`src/rtl/otbn_pq_pkg.sv`:
```
// otbn_pq_pkg: shared NTT mode enum and LogN-bit reversal helper for the OTBN PQ blocks
package otbn_pq_pkg;
  typedef enum logic {
    NttModeCt = 1'b0,
    NttModeGs = 1'b1
  } ntt_mode_e;
  localparam int MaxLogN = 12;
  function automatic logic [MaxLogN-1:0] bitrev(input logic [MaxLogN-1:0] v, input int w);
    logic [MaxLogN-1:0] r;
    r = '0;
    for (int i = 0; i < MaxLogN; i++) if (i < w) r[i] = v[w-1-i];
    return r;
  endfunction
endpackage

```
`src/rtl/otbn_pq_ntt_idx_gen.sv`:
```
// otbn_pq_ntt_idx_gen: butterfly index/twiddle sequencer for CT (forward) and GS (inverse) NTT
// Ports: clk_i, rst_ni (async active-low); start_i/mode_i launch, abort_i cancels;
// idx_valid_o/idx_ready_i handshake on (idx0_o, idx1_o, tw_idx_o, stage_o, last_o);
// busy_o high in Run/Done, done_o one-cycle completion pulse.
// Macro OTBN_PQ_NTT_IDX_BITREV_EN: when defined, tw_idx_o is the LogN-bit bit-reversal of k.
module otbn_pq_ntt_idx_gen
  import otbn_pq_pkg::*;
#(
  parameter int LogN = 8,
  localparam int StageW = $clog2(LogN)
) (
  input  logic              clk_i,
  input  logic              rst_ni,
  input  logic              start_i,
  input  logic              mode_i,
  input  logic              abort_i,
  input  logic              idx_ready_i,
  output logic              idx_valid_o,
  output logic [LogN-1:0]   idx0_o,
  output logic [LogN-1:0]   idx1_o,
  output logic [LogN-1:0]   tw_idx_o,
  output logic [StageW-1:0] stage_o,
  output logic              last_o,
  output logic              busy_o,
  output logic              done_o
);
  typedef enum logic [1:0] {StIdle, StRun, StDone} state_e;
  localparam logic [LogN-1:0] One = LogN'(1);
  localparam logic [LogN-1:0] NHalf = {1'b1, {(LogN-1){1'b0}}};
  state_e state_q, state_d;
  ntt_mode_e mode_q;
  logic [StageW-1:0] s_q;
  logic [LogN-1:0] j_q, len_q, k_q, j_inc;
  logic run, hs, gs, grp_end, stg_end, last;
  assign run = state_q == StRun;
  assign hs = run & idx_ready_i;
  assign gs = mode_q == NttModeGs;
  assign j_inc = j_q + One;
  // groups are aligned to 2*len, so crossing into the len bit marks the end of a group
  assign grp_end = |(j_inc & len_q);
  // last j of a stage is N-1-len, which in LogN bits is simply ~len
  assign stg_end = j_q == ~len_q;
  assign last = run & (s_q == StageW'(LogN - 1)) & stg_end;
  always_comb begin
    state_d = state_q == StIdle ? (start_i ? StRun : StIdle) :
              state_q == StRun  ? (abort_i ? StIdle : (hs && last) ? StDone : StRun) :
              StIdle;
  end
  always_ff @(posedge clk_i or negedge rst_ni) begin
    if (!rst_ni) state_q <= StIdle;
    else state_q <= state_d;
  end
  // counters are held at zero everywhere outside Run, so outputs need no extra gating
  always_ff @(posedge clk_i or negedge rst_ni) begin
    if (!rst_ni) begin
      mode_q <= NttModeCt;
      s_q <= '0;
      j_q <= '0;
      len_q <= '0;
      k_q <= '0;
    end else if (state_q == StIdle && start_i) begin
      mode_q <= ntt_mode_e'(mode_i);
      s_q <= '0;
      j_q <= '0;
      len_q <= mode_i ? One : NHalf;
      k_q <= mode_i ? '1 : One;
    end else if (run && (abort_i || (idx_ready_i && last))) begin
      mode_q <= NttModeCt;
      s_q <= '0;
      j_q <= '0;
      len_q <= '0;
      k_q <= '0;
    end else if (hs) begin
      j_q <= stg_end ? '0 : grp_end ? j_inc + len_q : j_inc;
      k_q <= grp_end ? (gs ? k_q - One : k_q + One) : k_q;
      if (stg_end) begin
        s_q <= s_q + StageW'(1);
        len_q <= gs ? len_q << 1 : len_q >> 1;
      end
    end
  end
  assign idx_valid_o = run;
  assign idx0_o = j_q;
  assign idx1_o = j_q + len_q;
`ifdef OTBN_PQ_NTT_IDX_BITREV_EN
  assign tw_idx_o = LogN'(bitrev(MaxLogN'(k_q), LogN));
`else
  assign tw_idx_o = k_q;
`endif
  assign stage_o = s_q;
  assign last_o = last;
  assign busy_o = state_q != StIdle;
  assign done_o = state_q == StDone;
endmodule

```
`config.mk`:
```
export PLATFORM = sky130hd
export DESIGN_NAME = otbn_pq_ntt_idx_gen
export DESIGN_NICKNAME = d
export VERILOG_FILES = /design/src/rtl/otbn_pq_pkg.sv /design/src/rtl/otbn_pq_ntt_idx_gen.sv
export SDC_FILE = /design/constraint.sdc
export NUM_CORES = 1
export LEC_CHECK = 0
export BUFFER_PORTS_ARGS = -buffer_cell sky130_fd_sc_hd__buf_2
export CELL_PAD_IN_SITES_DETAIL_PLACEMENT = 0
export CELL_PAD_IN_SITES_GLOBAL_PLACEMENT = 2
export CORE_ASPECT_RATIO = 0.9
export CORE_MARGIN = 4
export CORE_UTILIZATION = 38
export DETAILED_ROUTE_END_ITERATION = 16
export PLACE_DENSITY = 0.94
export SYNTH_ARGS = -nofsm -noshare
export SYNTH_HDL_FRONTEND = slang
export SYNTH_SLANG_ARGS = --single-unit
export TNS_END_PERCENT = 100
```
`constraint.sdc`:
```
create_clock -name clk_i -period 3.95 [get_ports clk_i]
set_input_delay 0.5925 -clock clk_i [delete_from_list [all_inputs] [get_ports clk_i]]
set_output_delay 0.5925 -clock clk_i [all_outputs]
set_load 0.005 [all_outputs]
```
# --- After elaboration in Yosys (flattened, before gate mapping) ---
# Cells that the tools add are included.
op_classes:
  addsub: 6
  n_eq_ne: 4
  mux: 28
  n_bitwise: 5
  reduce_logical: 14
ops:
  columns: ["op", "count"]
  rows:
  - ["2-to-1 mux 8 bit", 17]
  - ["adder 8 x 1 -> 8 bit, second input constant", 2]
  - ["adder 8 bit", 2]
  - ["2-to-1 mux 3 bit", 4]
  - ["nonzero test 3 bit", 3]
  - ["AND 8 bit", 1]
  - ["equality test 8 bit", 1]
  - ["2-to-1 mux 2 bit", 4]
  - ["inverter 8 bit", 1]
  - ["OR reduction 8 bit", 1]
  - ["subtractor 8 x 1 -> 8 bit, second input constant", 1]
  - ["logical AND 1 bit", 4]
  - ["AND reduction 2 bit", 2]
  - ["nonzero test 2 bit", 2]
  - ["adder 3 x 1 -> 3 bit, second input constant", 1]
  - ["AND 1 bit", 3]
  - ["equality test 3 bit, second input constant", 1]
  - ["2-to-1 mux 1 bit", 3]
  - ["equality test 2 x 1 -> 1 bit, second input constant", 1]
  - ["equality test 2 bit, second input constant", 1]
  - ["logical NOT 2 bit", 1]
  - ["logical OR 1 bit", 1]
word_totals:
  ff_bits: 30
  in_bits: 6
  wordCells: 63

# --- Longest topological paths before layout ---
# Gate-level depths: netlist of run 1.
depth:
  word_depth: 8
  mapped_depth: 12

# --- Least setup slack after synthesis of run 1 ---
# OpenSTA, ideal clock, no wires.
synth_timing:
  path_kind: "register -> register"
  startpoint: "register j_q[1] (netlist: idx0_o[1])"
  endpoint: "register k_q[0] (netlist: tw_idx_o[0])"
  arrival_ps: 2428
  path_slack_ps: 1397
  stages_incl_launch_ff: 11
  cell_sequence: "dfrtp_1 inv_1 nor3_1 nand4_1 xnor2_1 ha_1 nor4_1 nand2_1 o41ai_2 buf_6 mux2_4"
synth_between:
  elab_chain_len: 7
  elab_cells_between_ends: 13
  cone_classes: "add/sub (1); eq/ne (1); mux (2); bitwise (2); reduce/logical (7)"
synth_lines:
  columns: ["item", "line_no", "rtl"]
  rows:
  - ["start: declaration", "otbn_pq_ntt_idx_gen.sv:33", "logic [LogN-1:0] j_q, len_q, k_q, j_inc;"]
  - ["start signal: assignment", "otbn_pq_ntt_idx_gen.sv:74", "j_q <= stg_end ? '0 : grp_end ? j_inc + len_q : j_inc;"]
  - ["branches (longest 7 deep; another with adder 8 x 1 -> 8 bit)", null, null]
  - ["end signal: assignment", "otbn_pq_ntt_idx_gen.sv:66", "k_q <= mode_i ? '1 : One;"]
  - ["end signal: assignment", "otbn_pq_ntt_idx_gen.sv:75", "k_q <= grp_end ? (gs ? k_q - One : k_q + One) : k_q;"]
  - ["end: declaration", "otbn_pq_ntt_idx_gen.sv:33", null]
# Several ways; the timed one is not identified.
# A chain may end at the register's enable or synchronous reset.

# --- Worst setup path after layout of run 1 ---
layout_timing:
  startpoint: "register j_q[1] (netlist: idx0_o[1])"
  endpoint: "register k_q[6] (netlist: tw_idx_o[6])"
# Same word-level chain as after synthesis.

==> metrics.txt, run 1 <==
outcome finished clean; GRT Total Usage 0.1622; Worst Path Max Fanout 14; crit path DAT between 3 and 4 ns; worst-case clock skew roughly 0.0091 ns; Synth Instances 273; share of cells above drive strength 1 0.2129; TritonCTS clock tree built; ys flop type dfrtp_1; number of global-route vias before repair 1948; Peak Freq roughly 320 MHz; drt pass-1 iters 4; DR DRC count 0; Slew @ Worst Pin a little under 0.8 ns; r2r startpoint idx0_o[1]$_DFFE_PN0P_; Hold Crit Class in -> async; post-DR vias/cell a little over 5; WL final about 6000 um; EDFF count, synth 0; CTS Root Cell clkbuf_8; Setup Viol. Count Final 0; Yosys warnings 0; Min Hold Slack between 0.3 and 0.4 ns; Tmin final between 3 and 4 ns; Post-layout nets roughly 340; dominant cell type by area after synthesis dfrtp_1; CTS Buf Count 5; Final Cycle Share 0.7811; Post-Synthesis Cell Area roughly 2500 um2; maximum vdd drop 0.0001946 V; routability cong. between 0.8 and 0.9; first-pass GRT wire length around 10000 um; overall power 1.254 mW; wire per inst around 15 um; core area between 6000 and 7000 um2; Critical-path top delay cell dfrtp_1; Max-Cap Viols 0; synth cell count leaders nand2_1 (32), dfrtp_1 (30), ha_1 (24), o21ai_0 (19), inv_1 (18); CP delay by family, top simple AND/OR/NAND/NOR gates; worst-skew pair later-pin latency 0.28 ns; Multi-input gate area 1664 um2; Seq. cell area roughly 750 um2; pin count of the biggest net entering global routing 31; num ports 37; setup_tns 0 ns; GR Overflow Total 0; die height 85.45 um; crit end category flip-flop; slew margin rel. 0.4699; Buf/Inv on CP 2; CP required about 4.1 ns; most common cell in the synthesized netlist nand2_1; Antenna Cells 0; CTS Sinks 30; Starting DRT DRC Count roughly 150; Rows 27; leakage about 1.4 nW; top cell type's share of synthesized area 0.2964; Layout area overhead 14.18%; postcts setup bufs 0; Setup CP Type reg -> reg; Resized cells post-CTS 0; Clock transition at path regs ~0.07 ns; die area around 8000 um2; top cells by area, synth dfrtp_1 (30%), ha_1 (12%), nand2_1 (4.7%), xnor2_1 (4.5%), mux2i_1 (4.3%); Fillers between 600 and 700; # hold bufs at CTS 0; critical path launch point idx0_o[1]$_DFFE_PN0P_; final hold vios 0; clk buf depth 2; Critical Path Max Stage Delay roughly 0.43 ns; initial antenna violation count 0; Mean Syn Cell Area 9.276 um2; crit start category flip-flop; power per cell area about 430 nW/um2; initial core utilization 0.4030; unrepaired setup endpoints after global routing no; routed via count approximately 2100; post-detail-place hpwl roughly 4700 um; post-synth net total 306; ANT nets after route 0; die width 94.05 um; sequential area share after synthesis 0.2964; Final Max Tran Viols 0; Seq cells post-synth 30; asr flop ratio synth 1.000; H-tree depth 2; Netlist cell types 50; crit path cell chain inv_1, nor3_1, nand4_1, xnor2_1, ha_1, nor4_1, nand2_1, o41ai_2, buf_4, nor3b_1, a211o_1; Port Buf Inserts 36
[worst paths after layout]
kind	end	slack, ns	cells past startpoint
max	tw_idx_o[6]$_DFFE_PN0P_	0.86	11
min	idx0_o[1]$_DFFE_PN0P_	0.36	1
max reg2reg	tw_idx_o[6]$_DFFE_PN0P_	0.86	11
min reg2reg	stage_o[1]$_DFFE_PN0P_	0.51	2
max in group asynchronous	len_q[2]$_DFFE_PN0P_	3.13	1
min in group clk_i	stage_o[1]$_DFFE_PN0P_	0.51	2
[per-stage QoR]
stage / util / instance area [um2] / setup slack (ns) / cells
floorplan: - / 2532 / 1.397 / 273
global placement: 0.4423 / 2779 / 0.9907 / 390
detailed placement: 0.4423 / 2779 / 0.8905 / 390
CTS: 0.4602 / 2892 / 0.8706 / 397
global route: 0.4602 / 2892 / 0.6317 / 397
finish: 0.4602 / 2892 / 0.8648 / 397
[cells by family (layout without fill, tap and decap cells)]
family | after synthesis | after routing | synth area share
AND/OR/NAND/NOR | 84 | 84 | 0.1690
multiplexers | 16 | 16 | 0.07164
XOR/XNOR | 21 | 21 | 0.07560
AO/OA/AOI/OAI | 70 | 70 | 0.1986
flip-flops | 30 | 30 | 0.2964
adder cells (fa/ha/maj) | 27 | 27 | 0.1423
buffers and inverters | 25 | 62 | 0.04644
[power by group]
part / switching (mW) / internal [mW] / leakage (nW)
Clock: 0.119 / 0.202 / 0.0573
Sequential: 0.0755 / 0.366 / 0.400
Combinational: 0.255 / 0.236 / 0.988
Total: 0.450 / 0.804 / 1.45
[layout by cell type, fill, tap and decap left out, types with 3 or more instances in the layout]
| cell | instances |
|---|---|
| inv_1 | 18 |
| ha_1 | 24 |
| xnor2_1 | 13 |
| nor3_1 | 3 |
| o31ai_2 | 6 |
| clkbuf_8 | 6 |
| a31oi_1 | 3 |
| nand2_1 | 32 |
| mux2_4 | 4 |
| a21oi_1 | 13 |
| o21a_1 | 3 |
| nor4_1 | 4 |
| o22ai_1 | 5 |
| nor2b_1 | 4 |
| fa_1 | 3 |
| nand2b_1 | 3 |
| dfrtp_1 | 30 |
| nor3b_1 | 3 |
| mux2i_1 | 11 |
| nor2_1 | 14 |
| a21o_1 | 6 |
| buf_2 | 36 |
| nand3_1 | 7 |
| o21ai_0 | 19 |
| xor2_1 | 7 |
[sequential cells by signal, summed over array words and instances (netlist names)]
name      flops
gs            1
idx0_o        8
len_q         8
stage_o       3
state_q       2
tw_idx_o      8
[routing by layer]
layer,vias to the layer above,routed length [um],GRT usage
li1,1054,-,-
met1,952,3078,0.2440
met2,43,2538,0.2308
met3,6,301,0.03812
met4,0,86,0.04199
met5,-,0,0
[cell type report]
class | instances | share of cell area
flip-flops and latches | 30 | 0.2596
inverters | 18 | 0.02337
clock inverters | 1 | 0.01039
clock buffers | 6 | 0.02856
well taps | 87 | 0.03765
repair buffers | 37 | 0.06491
multi-input cells | 218 | 0.5755
Note: power is estimated with default switching activity, not from simulation.
==> run 2: changes to the inputs <==
CORE_UTILIZATION = 36   (was 38)
PLACE_DENSITY = 0.9   (was 0.94)
clock period = 3.1 ns   (was 3.95 ns; I/O delays follow)
==> run 2 against run 1 <==
Compared with the run above: power grew 35%; sequential share of layout area shrank 0.37 points; critical path depth shrank 1; design area grew 1.4%; cell count grew 1.3%; critical path type is now reg -> out; highest routed layer unchanged.
==> metrics.txt, run 2 (synthesis gave the netlist of run 1 again) <==
die height 87.57 um (+2.5%); CTS Sinks 30 (unchanged); initial core utilization 0.3785 (-0.02457); unrepaired setup endpoints after global routing no; pin count of the biggest net entering global routing 31 (unchanged); Post-layout nets 344 (+0.29%); leakage 1.465 nW (+1.3%); reg2reg end tw_idx_o[6]$_DFFE_PN0P_; outcome finished clean; num ports 37 (unchanged); commonest non-fill, non-tap cell in the layout buf_2; power per cell area 575.8 nW/um2 (+33%); Tmin final ~2.8 ns; Multi-input gate area 1664 um2 (unchanged); setup_tns 0 ns (unchanged); Final Max Tran Viols 0 (unchanged); H-tree depth 2 (unchanged); crit path DAT 2.32 ns (-0.93 ns); crit start category flip-flop; setup slack, reg-to-reg 0.35 ns (-0.51 ns); worst-skew pair later-pin latency 0.29 ns (about the same); Final Cycle Share 0.8999; Final Instance Area 2933 um2 (+1.4%); Peak Freq 358.5 MHz; wire per inst 15.38 um (+1.7%); clk buf depth 2 (unchanged); Comb power frac 0.371 (-0.021); Critical-path top delay cell dfrtp_1; first-pass GRT wire length 10310 um (+0.61%); GR Overflow Total 0 (unchanged); final hold vios 0 (unchanged); Fillers 687 (+13%); GRT Total Usage 0.1578 (-0.004440); Clk network pwr share 0.299 (+0.043); Setup CP Type reg -> out; Antenna Cells 0 (unchanged); final worst slack 0.3104 ns (-0.5544 ns); DR DRC count 0 (unchanged); crit path cell chain ha_1, inv_1, fa_1, nor2b_1, o21ai_0, a21boi_0, o21a_1, nor2_1, xnor2_1, buf_2; r2r startpoint idx0_o[1]$_DFFE_PN0P_; crit end category primary output; overall power 1.689 mW (+35%); Sw Share 0.3425 (-0.01638); CP required 2.63 ns (-1.48 ns); Int Power 1.110 mW (+38%); worst-case clock skew 0.003332 ns (-0.005763 ns); drt pass-1 iters 4 (unchanged); Critical Path Max Stage Delay 0.44 ns (about the same); routed via count 2120 (+3.2%); Layout area overhead 15.81%; die area 8442 um2 (+5.1%); share of power burned in registers 0.330 (-0.022); initial antenna violation count 0 (unchanged); post-place setup slack 0.4009 ns (-0.4896 ns); Post-DP Area 2790 um2 (+0.41%); post-detail-place hpwl 4643 um (-0.74%); slew margin rel. 0.4661 (-0.003844); Rows 28 (+3.7%); die width 96.41 um (+2.5%); Hold Crit Class in -> async; ANT nets after route 0 (unchanged); Slew @ Worst Pin 0.8009 ns (+0.01408 ns); Starting DRT DRC Count 103 (-29%); Port Buf Inserts 36 (unchanged); core area 6691 um2 (+6.5%); Max-Cap Viols 0 (unchanged); Setup Viol. Count Final 0 (unchanged); maximum vdd drop 0.0001803 V (-7.3%); routability cong. 0.8820 (-0.59%); number of global-route vias before repair 1992 (+2.3%); CTS Root Cell clkbuf_8; cells on worst reg2reg path 11 (unchanged); Seq. cell area 750.7 um2 (unchanged); WL final 6183 um (+3.0%); post-DR vias/cell 5.274 (+1.9%); Sw Pwr 0.5784 mW (+29%); Worst Path Max Fanout 4 (-10); postcts setup bufs 0 (unchanged); share of cells above drive strength 1 0.2179 (+0.005045); Clock transition at path regs 0.07 ns (about the same); TritonCTS clock tree built; CTS Buf Count 5 (unchanged); most frequent cells in the layout buf_2 (36), nand2_1 (32), dfrtp_1 (30); Min Hold Slack 0.2291 ns (-0.1292 ns); Resized cells post-CTS 0 (unchanged); # hold bufs at CTS 0 (unchanged)
## run 2: layer usage
layer / share of wire / track usage / vias up
met5: 0 / 0 / -
met4: 0.019 / 0.05860 / 0
met3: 0.038 / 0.02062 / 12
met2: 0.43 / 0.2351 / 45
met1: 0.51 / 0.2327 / 1007
li1: - / - / 1056
## run 2: power by group through the flow
stage / clock (mW) / combinational [mW] / sequential [mW]
2_1_floorplan: 0 / 0.464 / 0.549
3_3_place_gp: 0 / 0.628 / 0.566
3_5_place_dp: 0 / 0.629 / 0.567
4_1_cts: 0.523 / 0.632 / 0.560
5_1_grt: 0.537 / 0.711 / 0.577
6_report: 0.505 / 0.626 / 0.558
## run 2: final cells by class
type / count / area share
multi-input combinational: 218 / 0.5674
sequential: 30 / 0.2560
timing repair buffer: 38 / 0.06655
tap: 90 / 0.03840
clock buffer: 6 / 0.02816
inverter: 18 / 0.02304
clock inverter: 2 / 0.02048
## run 2: stage by stage
step,std cells,utilization
2_1_floorplan,273,-
3_3_place_gp,394,0.4170
3_5_place_dp,394,0.4170
4_1_cts,402,0.4383
5_1_grt,402,0.4383
6_report,402,0.4383
## run 2: worst max path at each step
stage | startpoint | endpoint | slack [ns] | cells after the start
2_1_floorplan | idx0_o[1]$_DFFE_PN0P_ | tw_idx_o[0]$_DFFE_PN0P_ | 0.55 | 10
3_3_place_gp | idx0_o[1]$_DFFE_PN0P_ | tw_idx_o[6]$_DFFE_PN0P_ | 0.50 | 11
3_5_place_dp | idx0_o[1]$_DFFE_PN0P_ | tw_idx_o[6]$_DFFE_PN0P_ | 0.40 | 11
4_1_cts | len_q[0]$_DFFE_PN0P_ | idx1_o[6] | 0.30 | 10
5_1_grt | idx0_o[0]$_DFFE_PN0P_ | idx1_o[6] | 0.06 | 10
6_report | len_q[0]$_DFFE_PN0P_ | idx1_o[6] | 0.31 | 10
## run 2: worst max-delay path: cells and delay by family (launching register included)
kind / cells / cell delay (ns)
flops: 1 / 0.44
buf+inv: 2 / 0.18
simple gates: 2 / 0.16
fa+ha+maj: 2 / 0.61
xor+xnor: 1 / 0.12
compound gates: 3 / 0.52
